<file path="src/rtl/eq_step_ctrl.sv">
// Lock-step equivalence controller: steps a spec and an impl model, lets the
// impl drain after it completes, then compares the masked output channels once.
module eq_step_ctrl #(
  parameter int unsigned    DATA_W    = 8,
  parameter int unsigned    NCH       = 2,
  parameter int unsigned    DRAIN_CYC = 6,
  parameter int unsigned    MAX_CYC   = 15,
  parameter logic [NCH-1:0] CMP_MASK  = '1
) (
  input  logic                  ap_clk,
  input  logic                  ap_rst_n,
  input  logic                  spec_complete,
  input  logic                  impl_complete,
  input  logic [NCH*DATA_W-1:0] spec_data,
  input  logic [NCH-1:0]        spec_valid,
  input  logic [NCH*DATA_W-1:0] impl_data,
  input  logic [NCH-1:0]        impl_valid,
  output logic                  spec_step,
  output logic                  impl_step,
  output logic [1:0]            phase,
  output logic [15:0]           cycle_cnt,
  output logic [7:0]            drain_cnt,
  output logic [NCH-1:0]        mismatch_ch,
  output logic                  eq_ok,
  output logic                  timeout
);

  localparam logic [7:0]  DRAIN_LIM = 8'(DRAIN_CYC);
  localparam logic [15:0] MAX_LIM   = 16'(MAX_CYC);

  typedef enum logic [1:0] {
    PH_RUN   = 2'd0,
    PH_CHECK = 2'd1,
    PH_DONE  = 2'd2
  } phase_e;

  phase_e         state_q, state_d;
  logic [15:0]    cyc_q, cyc_d;
  logic [7:0]     drain_q, drain_d;
  logic [NCH-1:0] mis_q, mis_d;
  logic           eq_q, eq_d;
  logic           to_q, to_d;

  logic           run;
  logic           drain_open;
  logic [NCH-1:0] mis_cmp;
  logic [DATA_W-1:0] sd, id;

  assign run        = (state_q == PH_RUN);
  assign drain_open = (drain_q < DRAIN_LIM);

  // Step enables are combinational and held off while reset is asserted
  assign spec_step = ap_rst_n & run & ~spec_complete;
  assign impl_step = ap_rst_n & run & drain_open;

  assign phase       = state_q;
  assign cycle_cnt   = cyc_q;
  assign drain_cnt   = drain_q;
  assign mismatch_ch = mis_q;
  assign eq_ok       = eq_q;
  assign timeout     = to_q;

  // Per-channel compare: valid disagreement, or both valid with differing data
  always_comb begin
    mis_cmp = '0;
    sd      = '0;
    id      = '0;
    for (int k = 0; k < int'(NCH); k++) begin
      sd = spec_data[k*DATA_W +: DATA_W];
      id = impl_data[k*DATA_W +: DATA_W];
      mis_cmp[k] = CMP_MASK[k] &
                   ((spec_valid[k] ^ impl_valid[k]) |
                    (spec_valid[k] & impl_valid[k] & (sd != id)));
    end
  end

  // Next-state and next-output logic for the RUN/CHECK/DONE sequence
  always_comb begin
    state_d = state_q;
    cyc_d   = cyc_q;
    mis_d   = mis_q;
    eq_d    = eq_q;
    to_d    = to_q;

    // Drain counter tracks impl_complete in every phase
    if (!impl_complete) begin
      drain_d = 8'd0;
    end else if (drain_open) begin
      drain_d = drain_q + 8'd1;
    end else begin
      drain_d = drain_q;
    end

    case (state_q)
      PH_RUN: begin
        if (cyc_q < MAX_LIM) begin
          cyc_d = cyc_q + 16'd1;
        end
        // Completion wins over a simultaneous timeout
        if (spec_complete && !drain_open) begin
          state_d = PH_CHECK;
        end else if (cyc_q == MAX_LIM) begin
          state_d = PH_DONE;
          to_d    = 1'b1;
        end
      end
      PH_CHECK: begin
        mis_d   = mis_cmp;
        eq_d    = (mis_cmp == '0) && !to_q;
        state_d = PH_DONE;
      end
      PH_DONE: begin
        state_d = PH_DONE;
      end
      default: begin
        state_d = PH_RUN;
      end
    endcase
  end

  // State and output registers with synchronous active-low reset
  always_ff @(posedge ap_clk) begin
    if (!ap_rst_n) begin
      state_q <= PH_RUN;
      cyc_q   <= 16'd0;
      drain_q <= 8'd0;
      mis_q   <= '0;
      eq_q    <= 1'b0;
      to_q    <= 1'b0;
    end else begin
      state_q <= state_d;
      cyc_q   <= cyc_d;
      drain_q <= drain_d;
      mis_q   <= mis_d;
      eq_q    <= eq_d;
      to_q    <= to_d;
    end
  end

endmodule

</file>
<file path="config.mk">
export PLATFORM = sky130hd
export DESIGN_NAME = eq_step_ctrl
export DESIGN_NICKNAME = d
export VERILOG_FILES = /design/src/rtl/eq_step_ctrl.sv
export SDC_FILE = /design/constraint.sdc
export NUM_CORES = 1
export LEC_CHECK = 0
export CAP_MARGIN = 10
export CORE_MARGIN = 2
export CORE_UTILIZATION = 41
export CTS_CLUSTER_SIZE = 24
export DETAILED_ROUTE_END_ITERATION = 6
export GPL_ROUTABILITY_DRIVEN = 0
export PLACE_DENSITY = 0.84
export SETUP_SLACK_MARGIN = 0.05
export SLEW_MARGIN = 10
export SYNTH_ARGS = -nofsm -noshare
export SYNTH_HDL_FRONTEND = slang
export SYNTH_SLANG_ARGS = --single-unit
</file>
<file path="constraint.sdc">
create_clock -name ap_clk -period 4.9 [get_ports ap_clk]
set_clock_uncertainty 0.15 [all_clocks]
set_input_delay 0.98 -clock ap_clk [delete_from_list [all_inputs] [get_ports ap_clk]]
set_output_delay 0.98 -clock ap_clk [all_outputs]
set_load 0.05 [all_outputs]
</file>
==> flow_metrics.tcl <==
set metrics [dict create \
    die_w_um 61.2 \
    final_cell_count_no_fill 260 \
    end_kind "output pin" \
    worst_slew_pin_slew_ns 0.644 \
    synth_cell_type_count 32 \
    setup_slack_ns 1.09 \
    hold_depth 1 \
    cp-start-kind "input port" \
    fin_crit_ns 3.81 \
    grt_max_degree 24 \
    fmax_mhz 262 \
    synth_edf_count 0 \
    cts.path.max_buffers 2 \
    syn_area_mm2 0.00134 \
    antenna_found_initial 0 \
    syn2layout_area_growth_pct 60.5 \
    htreeDepth 2 \
    clock_power_share 0.298 \
    cts_resized 0 \
    ant_nets 0 \
    critPathLaunch "ap_rst_n" \
    hold_viol_final 0 \
    swShare 0.244 \
    start_util 0.436 \
    first_iter_violations 48 \
    grt_pass1_wl_um 5640 \
    postSynthAreaPerCell_um2 9.51 \
    die_height_um 61.2 \
    syn_nets 188 \
    synth-seq-cells 30 \
    dp_slack_ns 1.08 \
    crit_end "impl_step" \
    internal_power_w 0.000360 \
    max_slew_margin 0.567 \
    worstSkewPairLatency_ns 0.32 \
    critPathKind "input port to output pin" \
    cts.sinks 30 \
    drt-total-wl_um 3490 \
    cts_hold_buf 0 \
    tritoncts "done" \
    cp_max_fo 23 \
    synth_cells 141 \
    wire_per_inst_um 13.4 \
    cts_root_buf "clkbuf_4" \
    via_per_inst 4.93 \
    post_cts.repair.setup_buffers 0 \
    dpl.cell_count 254 \
    async_reset_ff_frac 0 \
    power.switching_w 0.000116 \
    maxSlewViolCount 0 \
    coreArea_mm2 0.00308 \
    leakage_nw 0.863 \
    numCtsBuffers 5 \
    setup_viol 0 \
    gr-usage-all-layers 0.204 \
    route.detailed.drc 0 \
    r2r_start "cycle_cnt[7]$_SDFFE_PN0P_" \
    hp-class "register to register" \
    r2r-end "cycle_cnt[3]$_SDFFE_PN0P_" \
    tns_ns 0 \
    synthFlopType "dfxtp_1" \
    cp.arrival_ns 2.68 \
    clkTransAtPathRegs_ns 0.08 \
    worstPathRequired_ns 3.77 \
    share_comb_of_total_power 0.177 \
    antennaDiodeCount 0 \
    rows 20 \
    vdd_ir_drop_max_mv 0.149 \
    cap_violations 0 \
    seqPwrFrac 0.525 \
    nNetsFinal 264 \
    vias 1282 \
    hpwl_um 2790 \
    yosys_warnings 0 \
    r2r_slack_ns 2.66 \
    io_pins 72 \
    io_buffers 71 \
    drive_above_1_share 0.0463 \
    status "complete, no violations" \
    grt_pass1_vias 1294 \
    p_per_area_mw_per_mm2 221 \
    rsz0062_at_grt "false" \
    design.die.area_mm2 0.00374 \
    ff2ff_path_depth 4 \
    dr.pass1.iters 4 \
    ys_seq_area_frac 0.448 \
    fin_crit_sh 0.778 \
    gr-total-overflow 0 \
]
==> how the worst min path moves through the flow <==
stage,from,end,slack [ns]
finish,cycle_cnt[7]$_SDFFE_PN0P_,cycle_cnt[7]$_SDFFE_PN0P_,0.33
global route,cycle_cnt[15]$_SDFFE_PN0P_,cycle_cnt[15]$_SDFFE_PN0P_,0.36
CTS,cycle_cnt[7]$_SDFFE_PN0P_,cycle_cnt[7]$_SDFFE_PN0P_,0.34
detailed placement,cycle_cnt[15]$_SDFFE_PN0P_,cycle_cnt[15]$_SDFFE_PN0P_,0.32
global placement,cycle_cnt[10]$_SDFFE_PN0P_,cycle_cnt[10]$_SDFFE_PN0P_,0.31
floorplan,drain_cnt[1]$_SDFFE_PN0P_,drain_cnt[1]$_SDFFE_PN0P_,0.55
==> cells in the mapped netlist, types with 2 or more instances <==
cell type / number / area share
or4_1: 6 / 0.034
o31ai_1: 2 / 0.011
nor3_1: 2 / 0.0075
o21ai_0: 7 / 0.026
nand3_1: 4 / 0.015
nor2b_1: 2 / 0.0093
ha_1: 7 / 0.065
nor2_1: 4 / 0.011
and2_1: 11 / 0.051
xor2_1: 2 / 0.013
nand2_1: 5 / 0.014
a21oi_1: 8 / 0.030
or3_1: 3 / 0.014
and3_1: 5 / 0.023
inv_1: 7 / 0.020
clkbuf_1: 2 / 0.0056
nand4_1: 4 / 0.019
xnor2_1: 16 / 0.10
a31oi_1: 2 / 0.0093
dfxtp_1: 30 / 0.45
==> per-stage QoR <==
step	utilization	cell area [um2]	total power [W]	hold WS [ns]
finish	0.700	2150	0.000476	0.333
global placement	0.683	2100	0.000336	0.311
global route	0.700	2150	0.000493	0.357
floorplan	-	1340	0.000292	0.546
detailed placement	0.683	2100	0.000340	0.319
CTS	0.700	2150	0.000481	0.341
==> worst max-delay path, stage by stage <==
cell             delay, ns
clkdlybuf4s50_1       0.45
buf_4                 0.21
nand2_1               0.12
nor2_1                0.11
clkdlybuf4s50_1       0.81
==> layer usage <==
metal,routed length [um],GRT usage,vias up
met4,27,0.0559,0
met1,1410,0.226,602
li1,-,-,644
met2,1880,0.381,31
met5,0,0,-
met3,160,0.0546,5
==> power by group through the flow <==
stage / combinational, W / sequential (W) / clock, W
after global routing: 0.0000910 / 0.000250 / 0.000152
after floorplan: 0.0000271 / 0.000265 / 0
final: 0.0000843 / 0.000250 / 0.000142
after global placement: 0.0000813 / 0.000255 / 0
after detailed placement: 0.0000846 / 0.000256 / 0
after CTS: 0.0000851 / 0.000250 / 0.000146
==> cell usage in the layout (no fill, tap or decap), types with 3 or more instances in the layout <==
cell,instances
clkdlybuf4s50_1,71
nand4_1,4
ha_1,7
and3_1,5
a21oi_1,8
dfxtp_1,30
xnor2_1,16
inv_1,7
and2_1,11
clkbuf_4,5
nand2_1,5
or4_1,6
or3_1,3
o21ai_0,7
nand3_1,4
nor2_1,4
==> cell type report <==
type / count / area (um2)
Clock buffer: 6 / 51.3
Fill cell: 273 / 925
Inverter: 7 / 26.3
Multi-Input combinational cell: 101 / 702
Sequential cell: 30 / 601
Tap cell: 44 / 55.1
Timing Repair Buffer: 72 / 718
==> sequential cells by signal, summed over array words and instances (netlist names) <==
| signal | flops |
|---|---|
| drain_cnt | 8 |
| cycle_cnt | 16 |
| eq_ok | 1 |
| mismatch_ch | 2 |
| phase | 2 |
| timeout | 1 |
==> cells by family (layout without fill, tap and decap cells) <==
logic type,after synthesis,after routing,share of synthesized area
AO/OA/AOI/OAI,22,22,0.0951
XOR/XNOR,18,18,0.118
adder cells (fa/ha/maj),7,7,0.0653
buffers and inverters,10,85,0.0289
flip-flops,30,30,0.448
AND/OR/NAND/NOR,54,54,0.245
Power figures use the tool's default switching activity.
